## config.mk

```make
export PLATFORM = sky130hd
export DESIGN_NAME = fetch_stage
export DESIGN_NICKNAME = d
export VERILOG_FILES = /design/src/rtl/fetch_stage_pkg.sv /design/src/rtl/fetch_timeout_ctr.sv /design/src/rtl/fetch_stage.sv
export SDC_FILE = /design/constraint.sdc
export NUM_CORES = 1
export LEC_CHECK = 0
export ABC_AREA = 1
export BUFFER_PORTS_ARGS = -buffer_cell sky130_fd_sc_hd__buf_2
export CORE_ASPECT_RATIO = 0.6
export CORE_MARGIN = 3
export CORE_UTILIZATION = 49
export DETAILED_ROUTE_END_ITERATION = 12
export PLACE_DENSITY_LB_ADDON = 0.15
export SLEW_MARGIN = 0
export SYNTH_ARGS = -nofsm -noshare
export SYNTH_HDL_FRONTEND = slang
export SYNTH_HIERARCHICAL = 1
export SYNTH_SLANG_ARGS = --single-unit
export TNS_END_PERCENT = 100
```

## constraint.sdc

```tcl
create_clock -name clock -period 1.7 [get_ports clock]
set_input_delay 0.255 -clock clock [delete_from_list [all_inputs] [get_ports clock]]
set_output_delay 0.255 -clock clock [all_outputs]
set_load 0.05 [all_outputs]
```

## src/rtl/fetch_stage_pkg.sv

```systemverilog
// Shared definitions for the instruction-fetch stage: state encoding,
// reset PC default and instruction width.
package fetch_stage_pkg;

  // Width of an instruction word as returned by instruction memory.
  localparam int unsigned INSN_W = 32;

  // Width of the architectural PC.
  localparam int unsigned PC_W = 32;

  // PC loaded on reset unless the instance overrides it.
  localparam logic [PC_W-1:0] DEFAULT_RESET_PC = 32'd0;

  // Fetch FSM states. S_ERR is terminal until reset.
  typedef enum logic [1:0] {
    S_REQ  = 2'd0,
    S_WAIT = 2'd1,
    S_HOLD = 2'd2,
    S_ERR  = 2'd3
  } fetch_state_e;

endpackage

```

## src/rtl/fetch_timeout_ctr.sv

```systemverilog
// Counts cycles spent waiting for imem read data after a grant. The terminal
// output flags that the increment happening this cycle brings the count to
// TIMEOUT-1, so the owner can react on the same edge the limit is reached.
module fetch_timeout_ctr
  import fetch_stage_pkg::*;
#(
  parameter int unsigned TIMEOUT = 16  // must be >= 2
) (
  input  logic clock,
  input  logic reset,
  input  logic clear,
  input  logic enable,
  output logic terminal
);

  localparam int unsigned CW = (TIMEOUT > 2) ? $clog2(TIMEOUT) : 1;
  localparam logic [CW:0] LIMIT = (CW + 1)'(TIMEOUT - 1);

  logic [CW-1:0] cnt_q, cnt_d;
  logic [CW:0]   cnt_inc;

  // One extra bit so the compare is immune to wrap at the top of the range.
  assign cnt_inc  = {1'b0, cnt_q} + {{CW{1'b0}}, 1'b1};
  assign terminal = (cnt_inc == LIMIT);

  // Clear wins over enable; otherwise hold.
  always_comb begin
    cnt_d = cnt_q;
    if (clear) begin
      cnt_d = '0;
    end else if (enable) begin
      cnt_d = cnt_inc[CW-1:0];
    end
  end

  // Count register.
  always_ff @(posedge clock or negedge reset) begin
    if (!reset) begin
      cnt_q <= '0;
    end else begin
      cnt_q <= cnt_d;
    end
  end

endmodule

```

## src/rtl/fetch_stage.sv

```systemverilog
// PC register and instruction-fetch stage. Fetches the word at the current PC
// over a req/gnt/rvalid handshake, holds it for decode with valid/ready, and
// loads the next-PC result when the instruction is consumed.
module fetch_stage
  import fetch_stage_pkg::*;
#(
  parameter logic [31:0] RESET_PC = DEFAULT_RESET_PC,
  parameter int unsigned ADDR_W   = 12,
  parameter int unsigned TIMEOUT  = 16
) (
  input  logic              clock,
  input  logic              reset,
  input  logic              fetch_en,
  input  logic [31:0]       next_pc_in,
  output logic              imem_req,
  output logic [ADDR_W-1:0] imem_addr,
  input  logic              imem_gnt,
  input  logic              imem_rvalid,
  input  logic [31:0]       imem_rdata,
  output logic              insn_valid,
  input  logic              insn_ready,
  output logic [31:0]       insn,
  output logic [31:0]       pc_out,
  output logic [31:0]       pc_plus_1,
  output logic              fetch_err,
  output logic [31:0]       fetch_count
);

  fetch_state_e state_q, state_d;

  logic [PC_W-1:0]   pc_q, pc_d;
  logic [INSN_W-1:0] insn_q, insn_d;
  logic              err_q, err_d;
  logic [31:0]       count_q, count_d;

  logic tmo_clear;
  logic tmo_enable;
  logic tmo_hit;

  // Counter restarts on the grant and advances on every WAIT cycle without data.
  assign tmo_clear  = (state_q == S_REQ) && fetch_en && imem_gnt;
  assign tmo_enable = (state_q == S_WAIT) && !imem_rvalid;

  fetch_timeout_ctr #(
    .TIMEOUT (TIMEOUT)
  ) u_timeout_ctr (
    .clock    (clock),
    .reset    (reset),
    .clear    (tmo_clear),
    .enable   (tmo_enable),
    .terminal (tmo_hit)
  );

  // Next-state, datapath updates and handshake outputs.
  always_comb begin
    state_d    = state_q;
    pc_d       = pc_q;
    insn_d     = insn_q;
    err_d      = err_q;
    count_d    = count_q;
    imem_req   = 1'b0;
    insn_valid = 1'b0;

    unique case (state_q)
      S_REQ: begin
        // fetch_en only gates new requests; a stray gnt or rvalid is ignored here.
        imem_req = fetch_en;
        if (fetch_en && imem_gnt) begin
          state_d = S_WAIT;
        end
      end
      S_WAIT: begin
        if (imem_rvalid) begin
          insn_d  = imem_rdata;
          state_d = S_HOLD;
        end else if (tmo_hit) begin
          err_d   = 1'b1;
          state_d = S_ERR;
        end
      end
      S_HOLD: begin
        insn_valid = 1'b1;
        if (insn_ready) begin
          pc_d    = next_pc_in;
          count_d = count_q + 32'd1;
          state_d = S_REQ;
        end
      end
      S_ERR: begin
        // Terminal: nothing leaves this state except reset.
      end
    endcase
  end

  // State and datapath registers.
  always_ff @(posedge clock or negedge reset) begin
    if (!reset) begin
      state_q <= S_REQ;
      pc_q    <= RESET_PC;
      insn_q  <= '0;
      err_q   <= 1'b0;
      count_q <= '0;
    end else begin
      state_q <= state_d;
      pc_q    <= pc_d;
      insn_q  <= insn_d;
      err_q   <= err_d;
      count_q <= count_d;
    end
  end

  // Upper PC bits are dropped, so the word address wraps with the memory size.
  assign imem_addr   = pc_q[ADDR_W-1:0];
  assign pc_out      = pc_q;
  assign pc_plus_1   = pc_q + 32'd1;
  assign insn        = insn_q;
  assign fetch_err   = err_q;
  assign fetch_count = count_q;

endmodule

```

Yosys cells after proc, flatten, opt, wreduce, memory -nomap -nowiden --
Cells that the tools add are included. Widths: inputs -> output; s select.
Word-level totals: bits in registers 103, bits of input ports 70
Operators by class: $add $sub $neg 3, eq/ne operators 6, mux-type cells 9, bitwise operators 1, reduce and logical (&&, ||, !) cells 12
Operators by type and width (number):
- $add 32x1->32 const B | 2
- $mux 2 | 4
- $mux 4 | 2
- $pmux 2 s3 | 1
- $add 4x1->5 const B | 1
- $eq 5x4->1 const B | 1
- $logic_and 1x1->1 | 4
- $reduce_and 2->1 | 2
- $reduce_and 4->1 | 1
- $ne 3x3->1 const B | 1
- $reduce_and 3->1 | 1
- $reduce_bool 3->1 | 1
- $eq 2x1->1 const B | 1
- $eq 2x2->1 const B | 1
- $logic_not 2->1 | 1
- $mux 1 | 2
- $ne 2x1->1 const B | 1
- $ne 2x2->1 const B | 1
- $reduce_bool 2->1 | 1
- $logic_not 1->1 | 1
- $not 1->1 | 1

Depth between registers and ports, before layout --
depth after elaboration 5, mapped depth 9

By module --
The synthesis kept the hierarchy.
By module, submodules not included:
- fetch_stage | instances 1, cells an instance 628, area each 5236.3 um2, seq. area each 2477.4 um2
- fetch_timeout_ctr | instances 1, cells an instance 30, area each 230.2 um2, seq. area each 100.1 um2

Worst setup path after synthesis --
No wires, ideal clock.
path type register -> output, start register pc_q[1] (netlist: pc_out[1]), end output pc_plus_1[16], arrival 2386 ps, slack -941 ps, stages on the path, launching flop included 6, path buffers 0, cells stage by stage dfrtp_1 -> ha_1 -> nand3_1 -> nor3_2 -> nand3_1 -> xnor2_1
On the way: cells in the longest elaborated chain, start to end 1
Ends and longest elaborated chain:
- start, declared | line fetch_stage.sv:31 | logic [PC_W-1:0] pc_q, pc_d;
- start signal, assigned | line fetch_stage.sv:105 | pc_q <= pc_d;
- $add 32x1->32 | line fetch_stage.sv:115 | assign pc_plus_1 = pc_q + 32'd1;
- end, declared | line fetch_stage.sv:24 | output logic [31:0] pc_plus_1,
Every way passes these cells.

Final worst setup path --
start register pc_q[1] (netlist: pc_out[1]), end output pc_plus_1[27]
The elaborated chain is that of the path after synthesis.

==> results.sh <==
export IMPL_yosysTopAreaCell="dfrtp_1"
export IMPL_clock_power_share_pct=11.4
export IMPL_clock_path_buffers=2
export IMPL_yosysUniqueCellTypes=35
export IMPL_place_ws_ns=-0.237
export IMPL_path_class="flop to output pin"
export IMPL_status="complete, but fails checks"
export IMPL_synth_top_area_share_pct=47.2
export IMPL_path_clk_slew_ns=0.07
export IMPL_skew_ns=0.00568
export IMPL_grt_pass1_vias=5322
export IMPL_slew_viol_final=0
export IMPL_worstMarginPinSlew_ns=0.495
export IMPL_drc=0
export IMPL_ir_drop_mv=1.34
export IMPL_n_antenna_cell=0
export IMPL_ys_async_sr_fraction_pct=100
export IMPL_fin_nets=1017
export IMPL_place_inst=1053
export IMPL_pwr_share_comb_pct=64.4
export IMPL_first_iter_violations=349
export IMPL_insertion_delay_ns=0.34
export IMPL_core_area_um2=10700
export IMPL_fmax_mhz=448
export IMPL_initial_utilization_pct=51.1
export IMPL_cts_tree="done"
export IMPL_dpl_hpwl_um=13200
export IMPL_groute_usage_overall_pct=27.7
export IMPL_internal_power_mw=8.14
export IMPL_powerDensity_nw_per_um2=2060
export IMPL_synth_area_top_cells="dfrtp_1, nand2_1, nor2_1, xor2_1, mux2_1"
export IMPL_via_per_inst=5.23
export IMPL_maxCapViolCount=0
export IMPL_cts_root_buf="clkbuf_16"
export IMPL_seq_area_frac_synth_pct=47.2
export IMPL_worstPathRequired_ns=1.44
export IMPL_htreeDepth=3
export IMPL_antenna_found_initial=0
export IMPL_synth_main_ff_cell="dfrtp_1"
export IMPL_grt_ovfl_total=0
export IMPL_clock_sinks=103
export IMPL_syn_area_um2=5470
export IMPL_seq_power_share_pct=24.2
export IMPL_postSynthCellCount=658
export IMPL_dieHeight_um=87.8
export IMPL_fin_cells=1087
export IMPL_finalSetupViolations=30
export IMPL_setup_worst_path_end_class="output pin"
export IMPL_gp_congestion=0.948
export IMPL_cts_buffers=9
export IMPL_period_share_pct=131
export IMPL_layout_min_cycle_time_ns=2.23
export IMPL_rows=29
export IMPL_die_area_um2=12500
export IMPL_portBuffers=212
export IMPL_pin_count=213
export IMPL_drive_above_1_share_pct=50.4
export IMPL_dieWidth_um=142
export IMPL_slew_headroom_pct=67.0
export IMPL_switching_power_mw=9.68
export IMPL_tns_ns=-11.43
export IMPL_critPathArrivalTime_ns=1.98
export IMPL_hold_class="primary input to flop"
export IMPL_violations="negative setup slack"
export IMPL_start_kind="flop"
export IMPL_final_hold_violation_count=0
export IMPL_leakage_nw=4.38
export IMPL_area_delta_synth_final_pct=58.6
export IMPL_grt_max_degree=40
export IMPL_postLayoutCoreUtil_pct=81.0
export IMPL_setup_ws_ns=-0.532
export IMPL_syn_mean_instance_area_um2=8.31
export IMPL_num_vias=5688
export IMPL_yosysWarnings=6
export IMPL_totalWireLength_um=18900
export IMPL_synth_nets=732
export IMPL_wl_per_cell_um=17.4
export IMPL_ys_ff_latch=103
export IMPL_rsz0062_at_grt="yes"
export IMPL_grt_first_pass_wirelength_um=27100
export IMPL_cp_max_fo=5
export IMPL_swShare_pct=54.3
export IMPL_synth_edff_count=0
export IMPL_dr_pass1_iters=6
export IMPL_ant_nets=0
[cell families (layout without fill, tap and decap cells)]
kind of cell    count (synthesis)  after routing  share of synthesized area [%]
simple gates                  385            385                           31.0
fa+ha+maj                       4              4                          0.916
flops                         103            103                           47.2
xor+xnor                       39             39                           6.25
buf+inv                        79            369                           6.50
mux                            32             32                           6.59
compound gates                 16             16                           1.58
[cell usage after synthesis, types with 9 or more instances]
library cell,number
buf_4,13
dfrtp_1,103
inv_1,51
mux2_1,20
mux2_2,12
nand2_1,235
nand3_1,31
nand3b_1,9
nand4_1,19
nor2_1,63
o21ai_0,12
xnor2_1,13
xor2_1,26
[per-layer routing]
layer / global-route usage, % / up-vias / wire, um / part of all wire (%)
met4: 7.42 / 0 / 527 / 2.8
li1: - / 2644 / - / -
met3: 7.36 / 36 / 1470 / 7.8
met5: 0 / - / 0 / 0
met1: 37.6 / 2750 / 7860 / 42
met2: 44.7 / 258 / 9010 / 48
[worst paths after layout]
kind	slack (ns)	from	cells after the start	to
setup / recovery	-0.53	pc_out[1]$_DFFE_PN0P_	8	pc_plus_1[27]
hold / removal	0.11	next_pc_in[14]	3	pc_out[14]$_DFFE_PN0P_
setup reg to reg	0.07	state_q[0]$_DFFE_PN0P_	6	fetch_count[16]$_DFFE_PN0P_
hold reg to reg	0.49	fetch_err$_DFFE_PN0P_	1	fetch_err$_DFFE_PN0P_
max in group asynchronous	0.71	reset	3	pc_out[19]$_DFFE_PN0P_
min in group asynchronous	0.43	reset	2	insn[26]$_DFFE_PN0P_
[metrics by stage]
stage                     power [mW]  hold slack, ns  instance area, um2
after floorplan                 11.6         -0.0406                5990
after global placement          14.2           0.208                7650
after detailed placement        14.4           0.213                7650
after CTS                       17.3          0.0958                8410
after global routing            18.5           0.114                8670
final                           17.8           0.105                8670
[critical path: stages (launching register included)]
cell,delay [ns]
dfrtp_2,0.41
buf_6,0.14
nand3_4,0.10
nor2_4,0.22
nand2_4,0.10
nor2_4,0.18
nand4_1,0.21
nand2_4,0.12
buf_8,0.14
[repair_timing]
item,CTS,global route
setup endpoints to repair,30,42
resized for setup,119,50
pin swaps,26,39
buffers inserted,9,12
hold endpoints to repair,26,0
hold buffers,1,0
[state kept, by name, indices dropped and copies added, names as in the netlist]
name                 cells
fetch_count             32
insn                    32
pc_out                  32
u_timeout_ctr/cnt_q      4
state_q                  2
fetch_err                1
[layout by cell type, fill, tap and decap left out, drive strengths merged, types with 9 or more instances in the layout]
cell,count
nand3,34
o21ai,13
xnor2,13
inv,56
dfrtp,103
nor2,74
mux2,32
nand2,237
nand4,19
xor2,26
buf,296
nand3b,9
clkbuf,11
[final cells by class]
class | count | area [um2]
clock buffer | 11 | 253
clock inverter | 5 | 38.8
fill | 696 | 2030
inverter | 56 | 219
multi-input combinational | 476 | 3260
sequential | 103 | 2640
tap | 139 | 174
timing repair buffer | 297 | 2080
[power groups by stage]
stage	clock, mW	sequential [mW]	combinational [mW]
floorplan	0	7.27	4.35
global placement	0	4.13	10.0
detailed placement	0	4.20	10.2
CTS	2.05	4.18	11.0
global route	2.17	4.42	11.9
finish	2.04	4.31	11.5
No activity file was read; power rests on OpenSTA's default activity.
